===== src/rtl/serial_frame_pkg.sv =====
// Shared definitions for the one-bit framed serial line: frame states and line levels.
// Used by the transmitter and the planned receiver.
package serial_frame_pkg;

    typedef enum logic [1:0] {
        IDLE  = 2'd0,
        START = 2'd1,
        DATA  = 2'd2,
        STOP  = 2'd3
    } frame_state_e;

    localparam logic LINE_IDLE = 1'b1;
    localparam logic START_BIT = 1'b0;
    localparam logic STOP_BIT  = 1'b1;

    // Bit-counter width: at least one bit even for a one-bit word.
    function automatic int cnt_width(input int n);
        return (n > 1) ? $clog2(n) : 1;
    endfunction

endpackage


===== src/rtl/piso_shift_reg.sv =====
// N-bit parallel-load shift register; presents the next bit to send on bit_out.
// Shift direction follows LSB_FIRST so bit_out is always the next data bit.
module piso_shift_reg #(
    parameter int N         = 4,
    parameter bit LSB_FIRST = 1'b1
) (
    input  logic         clk,
    input  logic         reset_ah_in,
    input  logic         load_in,
    input  logic         shift_in,
    input  logic [N-1:0] d_in,
    output logic         bit_out
);

    logic [N-1:0] sr_q;
    logic [N-1:0] sr_d;

    always_comb begin
        sr_d = sr_q;
        if (load_in) begin
            sr_d = d_in;
        end else if (shift_in) begin
            sr_d = LSB_FIRST ? (sr_q >> 1) : (sr_q << 1);
        end
    end

    always_ff @(posedge clk) begin
        if (reset_ah_in) begin
            sr_q <= '0;
        end else begin
            sr_q <= sr_d;
        end
    end

    assign bit_out = LSB_FIRST ? sr_q[0] : sr_q[N-1];

endmodule


===== src/rtl/piso_frame_tx.sv =====
// Framed serial transmitter: start bit, N data bits, stop bit; line idles high.
// Outputs are registered from the next state so the start bit follows the accept edge.
module piso_frame_tx
    import serial_frame_pkg::*;
#(
    parameter int N         = 4,
    parameter bit LSB_FIRST = 1'b1
) (
    input  logic         clk,
    input  logic         reset_ah_in,
    input  logic [N-1:0] d_in,
    input  logic         valid_in,
    output logic         ready_out,
    output logic         q_out,
    output logic         busy_out,
    output logic         done_out
);

    localparam int            CW       = cnt_width(N);
    localparam logic [CW-1:0] CNT_LAST = CW'(N - 1);

    frame_state_e  state_q, state_d;
    logic [CW-1:0] cnt_q, cnt_d;
    logic          q_q, q_d;
    logic          busy_q, busy_d;
    logic          done_q, done_d;
    logic          accept;
    logic          sr_shift;
    logic          sr_bit;

    // STOP also accepts so that a held valid_in gives gap-free back-to-back frames.
    assign ready_out = ~reset_ah_in & ((state_q == IDLE) | (state_q == STOP));
    assign accept    = valid_in & ready_out;

    always_comb begin
        state_d = state_q;
        cnt_d   = cnt_q;
        case (state_q)
            IDLE: begin
                if (accept) state_d = START;
            end
            START: begin
                state_d = DATA;
                cnt_d   = '0;
            end
            DATA: begin
                cnt_d = cnt_q + CW'(1);
                if (cnt_q == CNT_LAST) state_d = STOP;
            end
            STOP: begin
                state_d = accept ? START : IDLE;
            end
            default: begin
                state_d = IDLE;
            end
        endcase
    end

    // The shifter pops one bit on every edge that lands in DATA, including entry from START.
    assign sr_shift = (state_d == DATA);

    always_comb begin
        q_d = LINE_IDLE;
        case (state_d)
            START:   q_d = START_BIT;
            DATA:    q_d = sr_bit;
            STOP:    q_d = STOP_BIT;
            default: q_d = LINE_IDLE;
        endcase
        busy_d = (state_d != IDLE);
        done_d = (state_d == STOP);
    end

    always_ff @(posedge clk) begin
        if (reset_ah_in) begin
            state_q <= IDLE;
            cnt_q   <= '0;
            q_q     <= LINE_IDLE;
            busy_q  <= 1'b0;
            done_q  <= 1'b0;
        end else begin
            state_q <= state_d;
            cnt_q   <= cnt_d;
            q_q     <= q_d;
            busy_q  <= busy_d;
            done_q  <= done_d;
        end
    end

    piso_shift_reg #(
        .N         (N),
        .LSB_FIRST (LSB_FIRST)
    ) u_shift (
        .clk         (clk),
        .reset_ah_in (reset_ah_in),
        .load_in     (accept),
        .shift_in    (sr_shift),
        .d_in        (d_in),
        .bit_out     (sr_bit)
    );

    assign q_out    = q_q;
    assign busy_out = busy_q;
    assign done_out = done_q;

endmodule


===== config.mk =====
export PLATFORM = sky130hd
export DESIGN_NAME = piso_frame_tx
export DESIGN_NICKNAME = d
export VERILOG_FILES = /design/src/rtl/serial_frame_pkg.sv /design/src/rtl/piso_shift_reg.sv /design/src/rtl/piso_frame_tx.sv
export SDC_FILE = /design/constraint.sdc
export NUM_CORES = 1
export LEC_CHECK = 0
export CAP_MARGIN = 20
export CORE_AREA = 2 2 39 41
export DETAILED_ROUTE_END_ITERATION = 8
export DIE_AREA = 0 0 41 43
export GPL_ROUTABILITY_DRIVEN = 1
export HOLD_SLACK_MARGIN = 0.15
export PLACE_DENSITY = 0.66
export SLEW_MARGIN = 30
export SYNTH_ARGS = -nofsm -noshare
export SYNTH_HDL_FRONTEND = slang
export SYNTH_HIERARCHICAL = 1
export SYNTH_SLANG_ARGS = --single-unit

===== constraint.sdc =====
create_clock -name clk -period 1.8 [get_ports clk]
set_input_delay 0.27 -clock clk [delete_from_list [all_inputs] [get_ports clk]]
set_output_delay 0.27 -clock clk [all_outputs]
set_load 0.005 [all_outputs]

After elaboration in Yosys (flattened, before gate mapping)

Index checks and enable logic that the tools add are counted.

Word-level logic and storage cells: 30
ROM bits: 0
Bits in latches: 0
Output and inout bits: 4
Input port bits: 7
Memory bits (writable): 0
Flip-flop bits (word level): 11
Memories kept: 0

Shifts and indexed selects: 0
$lt $le $gt $ge: 0
Bitwise operators: 4
Eq/ne operators: 7
Multiplexer cells: 8
Multiply operators: 0
Reductions and logical operators: 4
Div/mod/pow operators: 0
Add/sub/neg operators: 1

Operator list:

| cell                  | count |
|---|---|
| $eq A2 B2 Y1 const B  | 5 |
| $mux W4               | 2 |
| $pmux W2 S4           | 1 |
| $reduce_bool A2 Y1    | 3 |
| $eq A2 B1 Y1 const B  | 2 |
| $mux W2               | 2 |
| $pmux W2 S2           | 1 |
| $add A2 B1 Y2 const B | 1 |
| $and A1 B1 Y1         | 2 |
| $logic_not A2 Y1      | 1 |
| $pmux W1 S2           | 1 |
| $mux W1               | 1 |
| $not A1 Y1            | 1 |
| $or A1 B1 Y1          | 1 |

Logic depth before layout (Yosys ltp)

Depth after elaboration: 9
Mapped depth: 7
Gate-level depth less buffers: 7

Modules after synthesis

Netlist, hierarchy kept.

By module, submodules not included:

| module         | sequential area each (µm²) | times used | cells an instance | area an instance (µm²) |
|---|---|---|---|---|
| piso_frame_tx  | 140.1                      | 1          | 36                | 340.3 |
| piso_shift_reg | 80.1                       | 1          | 17                | 172.7 |

Least setup slack after synthesis

OpenSTA, ideal clock, no wires.

Path type: reg2reg
Start point: reg state_q[0]
End point: reg u_shift.sr_q[3]
Buffers on the path: 0
Setup slack: 0.122 ns
Data arrival time: 1.608 ns
Required time: 1.730 ns
Clock period less this slack: 1.678 ns
Setup time: 0.070 ns
Stages on the path, launching flop included: 8
Cell sequence: dfxtp_1 > inv_1 > ha_1 > nor2b_2 > o22ai_2 > and2_1 > or3b_1 > a21oi_1

Longest elaborated chain between the ends: 8
Elaborated cells between the ends (all ways): 14
Those cells by class: 4 x eq/ne; 5 x mux; 3 x bitwise; 2 x reduce/logical

RTL lines:

| what                                             | RTL line                                 | text |
|---|---|---|
| start, declared                                  | piso_frame_tx.sv:22                      | `frame_state_e state_q, state_d;` |
| start signal, assigned                           | piso_frame_tx.sv:82                      | `state_q <= state_d;` |
| $eq A2 B2 Y1 or $logic_not A2 Y1 (tied branches) | piso_frame_tx.sv:32, piso_frame_tx.sv:38 |  |
| $or A1 B1 Y1                                     | piso_frame_tx.sv:32                      | `assign ready_out = ~reset_ah_in & ((state_q == IDLE) \| (state_q == STOP));` |
| $and A1 B1 Y1                                    | piso_frame_tx.sv:32                      |  |
| $and A1 B1 Y1                                    | piso_frame_tx.sv:33                      | `assign accept = valid_in & ready_out;` |
| $mux W1 or $mux W2 (tied branches)               | piso_frame_tx.sv:51, piso_frame_tx.sv:40 |  |
| $pmux W2 S4 (*)                                  | piso_frame_tx.sv:38                      | `case (state_q)` |
| $eq A2 B2 Y1 (*)                                 | piso_frame_tx.sv:60                      | `assign sr_shift = (state_d == DATA);` |
| via sr_shift                                     | piso_frame_tx.sv:28                      | `logic sr_shift;` |
| $reduce_bool A2 Y1 (no line) (*)                 | --                                       |  |
| end signal, assigned                             | piso_shift_reg.sv:31                     | `sr_q <= sr_d;` |
| end, declared                                    | piso_shift_reg.sv:15                     | `logic [N-1:0] sr_q;` |

The timed path passes the listed nets; every way through them passes the cells marked *.
A chain may end at the register's enable or synchronous reset.

Worst setup path in the final report

Ends and elaborated chain as after synthesis.

==> reports/summary.json <==
{
  "sta": {
    "timing_max_transition_violations_final": 0,
    "period_needed_ps": 1675,
    "worst_slew_margin_rel": 0.8521,
    "report.final.hold_viol_count": 0,
    "tcrit_tclk_final": 0.9307,
    "slew_of_the_pin_with_the_lowest_slew_margin_ps": 220.4,
    "timing.fmax_ghz": 0.5969,
    "final_critical_path_setup_slack_ps": 124.8,
    "fin_skew_ps": 1.589,
    "grt_setup_unrepaired": "false",
    "setup-violations-final": 0,
    "tns_ps": 0
  },
  "global_route": {
    "grt_remaining_overflow": 0,
    "grt_antenna_before_repair": 0,
    "grt_usage": 0.1269,
    "number_of_global_route_vias_before_repair": 374,
    "grt_first_pass_wirelength_um": 1483,
    "grt_max_degree": 12
  },
  "clock_tree": {
    "htreeDepth": 1,
    "cts_tree": "built",
    "cts_hold_buf": 0,
    "cts.reportedPaths.clkPinSlew_ps": 60,
    "worstSkewPairLatency_ps": 260,
    "ctsRootBufferMaster": "clkbuf_4",
    "tritoncts.num_buffers": 3,
    "clock_sink_count": 11,
    "cts-root-to-sink-buffers": 2
  },
  "placement": {
    "place_worst_setup_slack_ps": 107.6,
    "placed_area_um2": 665.6,
    "port_buffers": 10,
    "place_inst": 83,
    "routabilityCongestion": 0.6903,
    "placed_wire_length_estimate_um": 731.8
  },
  "synthesis": {
    "synth_seq_area_share": 0.4293,
    "yosysTopAreaCellShare": 0.4293,
    "syn-num-nets": 64,
    "synthTopCellsByArea": "dfxtp_1 (43%), ha_1 (9.8%), mux2i_1 (5.9%)",
    "yosys.area.top_type": "dfxtp_1",
    "synth.lib_cells_used.distinct": 22,
    "netlist_area_um2": 513.0,
    "syn_inst": 53,
    "post_synth.cell_area_avg_um2": 9.679,
    "synth.ff_latch_count": 11,
    "yosys_warn_count": 6
  },
  "min_path": {
    "min_from": "cnt_q[1]",
    "holdCritPathClass": "flip-flop to flip-flop",
    "worstHoldPathCells": 2,
    "timing.hold.worst_endpoint": "cnt_q[1]"
  },
  "worst_setup_path": {
    "sequence_of_cells_on_the_critical_path": "inv_1 > ha_1 > nor2b_2 > o22ai_2 > and2_1 > or3b_1 > a21oi_1",
    "worstSetupPathType": "flip-flop to flip-flop",
    "reg2regPathDepth": 7,
    "timing.critical_path.max_delay_family": "simple AND/OR/NAND/NOR gates",
    "worst-endpoint-arrival_ps": 1870,
    "critical_path.n_buffers_inverters": 1,
    "setup.worst_path.start_class": "flip-flop",
    "reg2reg_to": "u_shift/sr_q[3]",
    "reg2reg_slack_ps": 120,
    "timing.rr.start": "state_q[0]",
    "worst-endpoint-required_ps": 2000,
    "crit_path_max_fanout": 4,
    "crit_path_max_incr_delay_ps": 370,
    "cpMaxStageDelayCell": "or3b_1",
    "cp-end-kind": "flip-flop",
    "timing.critical_path.depth": 7
  },
  "pwr": {
    "comb_power_share": 0.539,
    "seqPwrFrac": 0.319,
    "vdd.ir_drop.worst_v": 0.0007177,
    "switching_share": 0.3593,
    "relative_contribution_of_the_clock_network_to_total_power": 0.142,
    "switching_power_uw": 400.6,
    "power_report.internal_total_uw": 714.4,
    "power_density_nw_per_um2": 1588,
    "total_leakage_power_uw": 0.0002799
  },
  "detailed_routing": {
    "routed_via_density": 4.784,
    "drt-wirelength-per-cell_um": 10.42,
    "detailedRoute.firstPassIterationCount": 4,
    "postRouteWirelength_um": 917,
    "postRouteAntennaNets": 0,
    "remaining_drc_errors": 0,
    "route.vias.total": 421,
    "detail_route.iter0.violations": 2
  },
  "final_layout": {
    "nets": 84,
    "insertedDiodeCount": 0,
    "drive_above_1_share": 0.1944,
    "count_of_placed_standard_cells_in_the_final_layout_fillers_left_out": 88,
    "most_frequent_standard_cell_in_the_layout_excluding_fill_and_tap_cells": "dfxtp_1",
    "areaGrowthSynthToFinish_pct": 36.83,
    "final_area_um2": 701.9,
    "layout.cells.most_common_list": "dfxtp_1 (10), clkdlybuf4s50_1 (9), buf_4 (6), inv_1 (5)",
    "n_fill_cell": 142,
    "final_core_utilization": 0.5072
  },
  "die": {
    "floorplan.io_pins": 11,
    "core_area_um2": 1384,
    "die_span_x_um": 41,
    "die-area_um2": 1763,
    "floorplan.rows": 14,
    "initial_utilization": 0.3707,
    "die_height_um": 43
  },
  "flow_run": {
    "cap_violations": 0
  },
  "outcome": {
    "status": "complete, no violations"
  }
}
## stage by stage
| step | hold slack [ps] | power (uW) |
|---|---|---|
| after detailed placement | 463.7 | 944.6 |
| after floorplan | 339.1 | 723.5 |
| after CTS | 472.6 | 1127 |
| after global placement | 451.0 | 940.2 |
| final | 465.7 | 1115 |
| after global routing | 513.7 | 1208 |
## area by class of cell
| type | instances | area (um2) | share of cell area |
|---|---|---|---|
| inverters | 5 | 18.77 | 0.02674 |
| clock buffers | 4 | 26.28 | 0.03743 |
| repair buffers | 16 | 143.9 | 0.2050 |
| multi-input cells | 36 | 271.5 | 0.3868 |
| well taps | 16 | 20.02 | 0.02852 |
| flip-flops and latches | 11 | 221.5 | 0.3155 |
## what timing repair did
action / 4_1_cts / 5_1_grt
setup endpoints to repair: 1 / 0
resized for setup: 3 / 0
buffers inserted: 1 / 0
## tightest hold or removal path: stages, from the launching register on
cell     delay (ps)
dfxtp_1         320
nand2_1          50
a21oi_1          50
## cell families after synthesis
family                     synth area share
and+or+nand+nor                      0.1878
AOI/OAI and AO/OA                    0.1805
DFF                                  0.4293
buffers and inverters               0.04634
adders and majority gates           0.09756
muxes                               0.05854
## cell usage after synthesis
| cell | number |
|---|---|
| dfxtp_1 | 11 |
| inv_1 | 5 |
| a21oi_1 | 4 |
| ha_1 | 4 |
| a211oi_1 | 3 |
| mux2i_1 | 3 |
| nand2_1 | 3 |
| nor2b_1 | 3 |
| and2_1 | 2 |
| nor2_1 | 2 |
| nor3_1 | 2 |
| a311oi_2 | 1 |
| a31oi_1 | 1 |
| buf_2 | 1 |
| nand2b_1 | 1 |
| nand3_1 | 1 |
| nand3b_1 | 1 |
| nor2b_2 | 1 |
| o21ai_1 | 1 |
| o221a_1 | 1 |
| o22ai_2 | 1 |
| or3b_1 | 1 |
## metal layers
metal	up-vias	routed length, um	GRT usage
met5	-	0	0
met4	0	5	0.1000
met3	2	44	0.03141
met2	10	457	0.1875
met1	188	409	0.1461
li1	221	-	-
## flip-flops by register name (all words and copies together), names as in the netlist
signal,count
u_shift/sr_q,4
cnt_q,2
done_out,1
state_q,2
q_out,1
busy_out,1
## power by group through the flow
stage / sequential, uW / combinational (uW) / clock (uW)
floorplan: 363 / 360 / 0
global placement: 357 / 583 / 0
detailed placement: 360 / 584 / 0
CTS: 357 / 602 / 168
global route: 367 / 657 / 184
finish: 355 / 601 / 159
## worst max path at each step
| stage | startpoint | end | slack (ps) |
|---|---|---|---|
| 6_report | state_q[0] | u_shift/sr_q[3] | 120 |
| 5_1_grt | state_q[0] | u_shift/sr_q[3] | 40 |
| 4_1_cts | state_q[0] | u_shift/sr_q[3] | 110 |
| 3_5_place_dp | reset_ah_in | ready_out | 110 |
| 3_3_place_gp | reset_ah_in | ready_out | 140 |
| 2_1_floorplan | state_q[0] | u_shift/sr_q[3] | 120 |
Note: power is estimated with default switching activity, not from simulation.
